### src/rtl/rr_dec_sel.sv
// Round-robin selector over four request lines that feeds a 2-to-4 one-hot decoder (sel/en).
// Latency: one cycle from req sampled high to en=1. Every output is registered.
// Backpressure: a grant is held until done, until the owner drops req, or until MAX_HOLD cycles pass.
//   A one-cycle en=0 gap always follows a release.
//
// Ports:
//   clk, rst_n : rising-edge clock and asynchronous active-low reset
//   req[3:0]   : per-channel request
//   done       : owner releases the current grant (ignored while en=0)
//   sel[1:0]   : granted channel index, the decoder select
//   en         : grant active, the decoder enable
//   timeout    : one-cycle pulse on the first gap cycle after a forced release
//
// HW must satisfy 2^HW > MAX_HOLD. MAX_HOLD=0 disables the hold limit.
module rr_dec_sel #(
  parameter int MAX_HOLD = 16,
  parameter int HW       = 8
) (
  input  logic       clk,
  input  logic       rst_n,
  input  logic [3:0] req,
  input  logic       done,
  output logic [1:0] sel,
  output logic       en,
  output logic       timeout
);

  typedef enum logic {IDLE, GRANT} state_t;

  // Counter value seen on the last allowed grant cycle. Only used when MAX_HOLD != 0.
  localparam int            HOLD_LAST_I = (MAX_HOLD == 0) ? 0 : MAX_HOLD - 1;
  localparam logic [HW-1:0] HOLD_LAST   = HOLD_LAST_I[HW-1:0];

  state_t        state;
  logic [1:0]    last;
  logic [HW-1:0] hcnt;
  logic [1:0]    winner;
  logic [1:0]    cand;
  logic          rel_done, rel_drop, rel_hold, release_now;

  // Scan from the farthest candidate (last+4) down to the nearest one (last+1).
  // The nearest requester is written last, so it wins.
  always_comb begin
    winner = last;
    cand   = last;
    for (int i = 4; i >= 1; i--) begin
      cand = last + 2'(i);
      if (req[cand]) winner = cand;
    end
  end

  assign rel_done    = done;
  assign rel_drop    = ~req[sel];
  assign rel_hold    = (MAX_HOLD != 0) && (hcnt == HOLD_LAST);
  assign release_now = rel_done | rel_drop | rel_hold;

  always_ff @(posedge clk or negedge rst_n) begin
    if (!rst_n) begin
      state   <= IDLE;
      sel     <= 2'b00;
      en      <= 1'b0;
      timeout <= 1'b0;
      hcnt    <= '0;
      last    <= 2'b11;
    end else begin
      timeout <= 1'b0;
      case (state)
        IDLE: begin
          if (|req) begin
            sel   <= winner;
            en    <= 1'b1;
            hcnt  <= '0;
            state <= GRANT;
          end
        end
        GRANT: begin
          if (release_now) begin
            en      <= 1'b0;
            last    <= sel;
            state   <= IDLE;
            // A forced release is flagged only when it is the sole cause.
            timeout <= rel_hold & ~rel_done & ~rel_drop;
          end else if (hcnt != '1) begin
            hcnt <= hcnt + HW'(1);
          end
        end
        default: state <= IDLE;
      endcase
    end
  end

endmodule

### config.mk
export PLATFORM = sky130hd
export DESIGN_NAME = rr_dec_sel
export DESIGN_NICKNAME = d
export VERILOG_FILES = /design/src/rtl/rr_dec_sel.sv
export SDC_FILE = /design/constraint.sdc
export NUM_CORES = 1
export LEC_CHECK = 0
export CORE_MARGIN = 10
export CORE_UTILIZATION = 25
export CTS_CLUSTER_SIZE = 40
export DETAILED_ROUTE_END_ITERATION = 8
export GPL_TIMING_DRIVEN = 0
export SLEW_MARGIN = 10
export SYNTH_ARGS = -nofsm -noshare
export SYNTH_HDL_FRONTEND = slang
export SYNTH_SLANG_ARGS = --single-unit
### constraint.sdc
create_clock -name clk -period 2.7 [get_ports clk]
set_input_delay 0.54 -clock clk [delete_from_list [all_inputs] [get_ports clk]]
set_output_delay 0.54 -clock clk [all_outputs]
set_load 0.01 [all_outputs]
## Word level (Yosys, flattened, before mapping)

Index checks and enable logic that the tools add are counted.

- Register bits: 15
- Input port bits: 7
- Output and inout port bits: 4
- Word-level logic and storage cells: 55

- Add/sub/neg operators: 4
- Magnitude comparators: 4
- Equal/unequal tests: 6
- Mux-type cells: 23
- Bitwise logic cells: 7
- Reductions and logical operators: 5

Operators with widths:

| kind | number |
|---|---|
| 2-to-1 mux 8 bit | 3 |
| one-hot mux 8 bit (2 select lines) | 1 |
| less-than comparator 2 x 3 -> 1 bit, second input constant | 4 |
| 2-to-1 mux 1 bit | 10 |
| adder 8 x 1 -> 8 bit, second input constant | 1 |
| binary-select mux 1 bit (select 2 bit) | 4 |
| == test 8 x 4 -> 1 bit, second input constant | 1 |
| inequality test 8 bit, second input constant | 1 |
| 2-to-1 mux 2 bit | 3 |
| AND reduction 2 bit | 3 |
| adder 2 bit, second input constant | 2 |
| inequality test 2 x 1 -> 1 bit, second input constant | 2 |
| inequality test 2 bit, second input constant | 2 |
| one-hot mux 1 bit (2 select lines) | 2 |
| OR reduction 4 bit | 1 |
| inverter 1 bit | 3 |
| AND reduction 3 bit | 1 |
| adder 2 x 1 -> 2 bit, second input constant | 1 |
| AND 1 bit | 2 |
| bitwise OR 1 bit | 2 |

## Logic depth before layout (Yosys ltp)

Gate-level depths: netlist of the first run.

- Depth after elaboration: 7
- Mapped depth: 7
- Gate-level depth less buffers: 6

## Least setup slack after synthesis of the first run

OpenSTA, ideal clock, no wires.

- Path type: input to register
- Start point: input req[1]
- End point: register hcnt[2]
- Library setup time: 0.135 ns
- Arrival time: 1.692 ns
- Required time: 2.565 ns
- Setup slack: 0.873 ns
- Stages: 5
- Path buffers: 0
- Cells stage by stage: nor4_1 > o32ai_2 > or2_2 > a21oi_1 > nor3_1

- Cells in the longest elaborated chain, start to end: 7
- Elaborated cells on any way between the ends: 9
- Classes of those cells: 2 x eq/ne; 2 x mux; 3 x bitwise; 2 x reduce/logical

Ends and longest elaborated chain:

| what | line | source |
|---|---|---|
| start: declaration | 21 | `input logic [3:0] req,` |
| binary-select mux 1 bit (select 2 bit) | 53 | `assign rel_drop = ~req[sel];` |
| 2-to-1 mux 1 bit (not written as such) | 53 |  |
| inverter 1 bit | 53 |  |
| bitwise OR 1 bit (2 in a row) | 55 | `assign release_now = rel_done \| rel_drop \| rel_hold;` |
| inequality test 2 bit (no source line) | n/a |  |
| AND reduction 3 bit (no source line) (*) | n/a |  |
| end signal: assignment | 84 | `hcnt <= hcnt + HW'(1);` |
| end: declaration | 36 | `logic [HW-1:0] hcnt;` |

Every way passes the cells marked *; elsewhere a longest branch is shown, timed or not. The select of a mux whose other input is x is not followed.
A chain may end at the register's enable or synchronous reset.

## Worst setup path after layout of the first run

- Start point: input req[1]
- End point: register hcnt[1]

The elaborated chain is that of the path after synthesis.

==> impl_results.md, run 1 <==
* Outcome: finished, final reports clean
* Initial DRC count at 15
* Slew headroom at 0.530
* Post-route minimum period at 2.24 ns
* Top post-synthesis cells by area: dfrtp_1, dfstp_2, o21ai_0, a21oi_1, nand2_1
* CP Cell Sequence: clkdlybuf4s50_1 > nor4_1 > o32ai_2 > or2_2 > o21ai_0 > o21ai_0
* Via/cell ratio at 4.93
* Fin Setup TNS at 0 ns
* WP data arrival at 2.39 ns
* Post-CTS Hold Buffers at 0
* Delay-heaviest family, CP: simple AND/OR/NAND/NOR gates
* Post-synthesis register bit count at 15
* Multi-input combinational cell area at 472 sq um
* Worst slew pin tran at 0.703 ns
* Routed vias at 749
* Post-synthesis cell type count at 34
* Post-Syn Nets at 100
* Top-area cell type share of the netlist area at 0.373
* Cell Rows at 21
* Register area at 378 sq um
* Fill cell count at 364
* Antenna diodes at 0
* Share of cells above drive strength 1 at 0.160
* Final hold violations at 0
* First-pass GRT wire length at 3.57 mm
* Post-CTS sizing at 0
* Wire per inst at 13.5 um
* Antenna Nets Post-Route at 0
* CP Launch Type: input pin
* Worst setup EP type: flip-flop
* Proportion of synthesized chip area in sequential cells at 0.433
* CTS sink count at 15
* CP Buf/Inv Count at 1
* Initial antenna violation count at 0
* Mapped cell area at 872 sq um
* Hold/Removal Path Class: flip-flop to flip-flop
* Root Driver: clkbuf_4
* Power density over the cells at 845 nW/um^2
* Pleak at 0.412 nW
* Final setup fails at 0
* Die X at 79.1 um
* Worst hold slack at 0.509 ns
* Req. time, crit path at 2.86 ns
* H-tree depth at 1
* Drt first pass iters at 4
* Die area at 6250 sq um
* Max Transition Viols Final at 0
* Yosys warns at 0
* Final period util at 0.828
* Worst skew pair latency at 0.29 ns
* All-layer global routing usage at 0.0696
* Hpwl dp at 1.54 mm
* GR Overflow Total at 0
* Starting Density at 0.259
* Maxcap violations at 0
* Number of global-route vias before repair at 762
* Core Region at 3360 sq um
* Most common cell after layout, fill and taps aside: dfrtp_1
* Residual DRC at 0
* Crit Path Max Fanout at 4
* Dpl ws at 0.177 ns
* Post-Synthesis Cells at 92
* CTS tree: built
* Max Root-Sink Buffers at 2
* Most frequent cells in the layout: dfrtp_1, clkdlybuf4s50_1, nand2_1, o21ai_0, a21oi_1
* Placed Cells at 148
* Worst-path clk slew at 0.10 ns
* Area Overhead vs Synth at 21.2%
* Setup bufs post-CTS at 0
* # port buffers at 10
* Synth Area per Inst at 9.48 sq um
* Die Y at 79.1 um
* Worst vdd ir at 0.301 mV
* Worst path most repeated cell: o21ai_0
* Crit path kind: input pin to flip-flop
* Slowest stage cell, crit path: nor4_1
* Post-Layout Cell Count at 152
* Routed wire length at 2.05 mm
* Slowest stage delay, CP at 0.58 ns
* Max frequency at 447 MHz
* PnR worst setup slack at 0.465 ns
* Synth area leader: dfrtp_1
* # IOs at 11
* Max Clock Skew at 0.0115 ns
* CTS buffer count at 3
* Final GP Congestion at 0.829
* Total Nets Final at 115
* Largest net degree at the start of global routing at 16
* RSZ-0062 raised after global routing: no
## worst register-to-register path, stage by stage (launching register included)
cell,delay [ns]
dfrtp_1,0.42
ha_1,0.27
and3_1,0.24
and2_1,0.16
o31ai_1,0.45
mux2_2,0.39
## final cells by class
cell class | count | area share
tap | 46 | 0.0544
clock inverter | 1 | 0.00473
timing repair buffer | 10 | 0.0947
clock buffer | 3 | 0.0213
buffer | 2 | 0.0142
multi-input combinational | 73 | 0.446
inverter | 2 | 0.00710
sequential | 15 | 0.357
## stage by stage
stage               power [W]  area (sq um)   util
finish               0.000893          1060  0.314
global route         0.000975          1060  0.314
detailed placement   0.000770          1030  0.306
floorplan            0.000631           872      -
global placement     0.000753          1030  0.306
CTS                  0.000908          1060  0.314
## power breakdown
| group | internal [W] | switching, W | total, W | leakage (nW) |
|---|---|---|---|---|
| Combinational | 0.000186 | 0.000211 | 0.000396 | 0.203 |
| Clock | 0.0000551 | 0.0000769 | 0.000132 | 0.0177 |
| Sequential | 0.000299 | 0.0000659 | 0.000365 | 0.191 |
| Total | 0.000540 | 0.000353 | 0.000893 | 0.412 |
## registers in the layout (all words and copies together) (netlist names)
register and cells:
en 1, hcnt 8, last 2, sel 2
state 1, timeout 1
## per-layer routing
| metal | part of all wire | up-vias | wire (um) | GRT usage |
|---|---|---|---|---|
| met5 | 0 | - | 0 | 0 |
| li1 | - | 372 | - | - |
| met4 | 0.0059 | 0 | 12 | 0.0161 |
| met2 | 0.47 | 15 | 956 | 0.108 |
| met3 | 0.046 | 2 | 94 | 0.0293 |
| met1 | 0.48 | 360 | 981 | 0.0868 |
## path summary, 6_finish.rpt
check                      depth (start not counted)                  end  slack (ns)           startpoint
max                                                6  hcnt[1]$_DFFE_PN0P_        0.46               req[1]
min                                                1       en$_DFFE_PN0P_        0.51       en$_DFFE_PN0P_
max reg2reg                                        5  last[1]$_DFFE_PN1P_        0.71  hcnt[0]$_DFFE_PN0P_
min reg2reg                                        1       en$_DFFE_PN0P_        0.51       en$_DFFE_PN0P_
max in group asynchronous                          1  hcnt[0]$_DFFE_PN0P_        1.59                rst_n
min in group asynchronous                          1  hcnt[6]$_DFFE_PN0P_        0.66                rst_n
## logic make-up (layout without fill, tap and decap cells)
| kind of cell | count (synthesis) | count (layout) | synth area share |
|---|---|---|---|
| XOR/XNOR | 1 | 1 | 0.0100 |
| AO/OA/AOI/OAI | 29 | 29 | 0.220 |
| multiplexers | 5 | 5 | 0.0603 |
| flip-flops | 15 | 15 | 0.433 |
| AND/OR/NAND/NOR | 37 | 37 | 0.237 |
| adder cells (fa/ha/maj) | 1 | 1 | 0.0143 |
| buffers and inverters | 4 | 18 | 0.0258 |
## synth_stat cells (all sizes together)
cell type and instances:
a211o 2, a21oi 7, a31oi 2, a32oi 1, and2 2, and3 1
and4 1, buf 2, dfrtp 13, dfstp 2, ha 1, inv 2
mux2 2, mux2i 3, nand2 9, nand2b 3, nand3 2, nand4 1
nor2 5, nor3 4, nor4 2, o211a 1, o21a 2, o21ai 9
o311ai 1, o31ai 3, o32ai 1, or2 2, or3 3, or4 2
xnor2 1
Power figures use the tool's default switching activity.
==> run 2, diff against run 1 <==
Clock period 2.7 ns to 2 ns, I/O delays scaled along.
==> run 2 against run 1 <==
- sequential share of layout area is 1.5 points lower
- register-to-register slack worse by 0.57 ns
- design area is 4.5% higher
- first-iteration DRC count is 40% higher
- critical path depth stayed put
- sequential power is 35% higher
- clock power is 36% higher
- highest routed layer unchanged
==> impl_results.md, run 2 (synthesis gave the netlist of run 1 again) <==
* Largest Register: hcnt
* Slowest stage cell, crit path: or4_1
* Share of cells above drive strength 1 at 0.189
* Final hold violations at 0
* Dpl ws at -0.383 ns
* Residual DRC at 0
* Largest net degree at the start of global routing at 16
* Max Transition Viols Final at 0
* Placed Instance Area at 1030 sq um
* Combinational power share at 0.457
* Fin Setup TNS at 0 ns
* Pleak at 0.454 nW
* Final instance area at 1100 sq um
* Die X at 79.1 um
* Number of global-route vias before repair at 768
* Outcome: finished, final reports clean
* Initial antenna violation count at 0
* # port buffers at 10
* Max FFs per register at 8
* Post-Layout Cell Count at 152
* Clock share of power at 0.145
* Final setup fails at 0
* CP Cell Sequence: clkdlybuf4s50_1 > nand2b_2 > nor3_2 > nor2_2 > or4_1 > a21oi_1
* RSZ-0062 raised after global routing: no
* GR Overflow Total at 0
* Max Root-Sink Buffers at 2
* Die Y at 79.1 um
* # IOs at 11
* Slowest stage delay, CP at 0.52 ns
* Hold/Removal Path Class: flip-flop to flip-flop
* Final period util at 0.951
* Most common cell after layout, fill and taps aside: dfrtp_1
* Placed Cells at 148
* Sw Ratio at 0.401
* Max frequency at 526 MHz
* Wire per inst at 13.8 um
* Final GP Congestion at 0.829
* Root Driver: clkbuf_4
* All-layer global routing usage at 0.0705
* Maxcap violations at 0
* Part of the power in registers at 0.398
* Total Nets Final at 115
* Routed vias at 758
* Setup bufs post-CTS at 0
* Crit Path Max Fanout at 3
* CTS tree: built
* Final Util at 0.328
* CTS sink count at 15
* Top Registers: hcnt: 8 flops, last: 2 flops, sel: 2 flops
* Fill cell count at 363
* Slew headroom at 0.529
* Max Clock Skew at 0.0121 ns
* P_sw at 0.000496 W
* Cell Int Power at 0.000740 W
* Die area at 6250 sq um
* Req. time, crit path at 2.21 ns
* Most frequent cells in the layout: dfrtp_1, nand2_1, o21ai_0
* Starting Density at 0.259
* Register area at 378 sq um
* Crit path kind: input pin to flip-flop
* PnR worst setup slack at 0.0975 ns
* CP Buf/Inv Count at 1
* Routed wire length at 2.09 mm
* Worst slew pin tran at 0.704 ns
* Post-CTS Hold Buffers at 0
* WP data arrival at 2.11 ns
* Worst setup EP type: flip-flop
* Area Overhead vs Synth at 26.7%
* Worst-path clk slew at 0.10 ns
* Power density over the cells at 1120 nW/um^2
* Worst vdd ir at 0.414 mV
* Antenna diodes at 0
* Worst skew pair latency at 0.29 ns
* Antenna Nets Post-Route at 0
* H-tree depth at 1
* Cell Rows at 21
* Core Region at 3360 sq um
* Multi-input combinational cell area at 509 sq um
* Delay-heaviest family, CP: simple AND/OR/NAND/NOR gates
* Hpwl dp at 1.54 mm
* CTS buffer count at 3
* Initial DRC count at 21
* Via/cell ratio at 4.99
* Post-route minimum period at 1.90 ns
* First-pass GRT wire length at 3.60 mm
* Drt first pass iters at 4
* CP Launch Type: input pin
[run 2: changes by cell type in the layout (fill, tap and decap cells not counted), sizes merged]
cell and change:
clkdlybuf4s50 -4, dlymetal6s2s +4
[run 2: worst paths after layout]
check | cells past startpoint | slack (ns) | startpoint | to
min in group asynchronous | 1 | 0.52 | rst_n | hcnt[6]$_DFFE_PN0P_
min reg2reg | 1 | 0.51 | en$_DFFE_PN0P_ | en$_DFFE_PN0P_
max reg2reg | 5 | 0.14 | hcnt[0]$_DFFE_PN0P_ | last[1]$_DFFE_PN1P_
max in group asynchronous | 1 | 1.03 | rst_n | hcnt[0]$_DFFE_PN0P_
min | 1 | 0.51 | en$_DFFE_PN0P_ | en$_DFFE_PN0P_
max | 6 | 0.1 | done | hcnt[3]$_DFFE_PN0P_
[run 2: cell type report]
| type | count | share of cell area |
|---|---|---|
| plain buffers | 2 | 0.0136 |
| clock buffers | 3 | 0.0204 |
| clock inverters | 1 | 0.00453 |
| inverters | 2 | 0.00680 |
| multi-input cells | 73 | 0.461 |
| flip-flops and latches | 15 | 0.342 |
| well taps | 46 | 0.0521 |
| repair buffers | 10 | 0.0997 |
[run 2: stage by stage]
stage / total power [W] / hold WS [ns]
5_1_grt: 0.00135 / 0.542
4_1_cts: 0.00123 / 0.516
6_report: 0.00124 / 0.509
2_1_floorplan: 0.000851 / 0.104
3_3_place_gp: 0.00102 / 0.483
3_5_place_dp: 0.00104 / 0.492
[run 2: routing by layer]
| metal | part of all wire | wire length (um) | global-route usage |
|---|---|---|---|
| met5 | 0 | 0 | 0 |
| met2 | 0.48 | 1010 | 0.108 |
| met1 | 0.46 | 963 | 0.0894 |
| met4 | 0.0072 | 15 | 0.0161 |
| met3 | 0.048 | 101 | 0.0293 |
[run 2: worst register-to-register path: stages (launching register included)]
cell and delay [ns]:
dfrtp_1 0.42, ha_1 0.27, and3_1 0.24, and2_1 0.17
o31ai_2 0.34, mux2_2 0.38
[run 2: power groups by stage]
stage          combinational (W)  sequential (W)  clock [W]
3_5_place_dp            0.000541        0.000498          0
3_3_place_gp            0.000526        0.000491          0
6_report                0.000565        0.000492   0.000179
4_1_cts                 0.000545        0.000492   0.000189
2_1_floorplan           0.000361        0.000490          0
5_1_grt                 0.000642        0.000507   0.000199
[run 2: timing repair]
item / CTS / global route
pin swaps: 0 / 2
setup endpoints to repair: 7 / 8
resized for setup: 1 / 8
endpoints found under the hold margin: 0 / 0
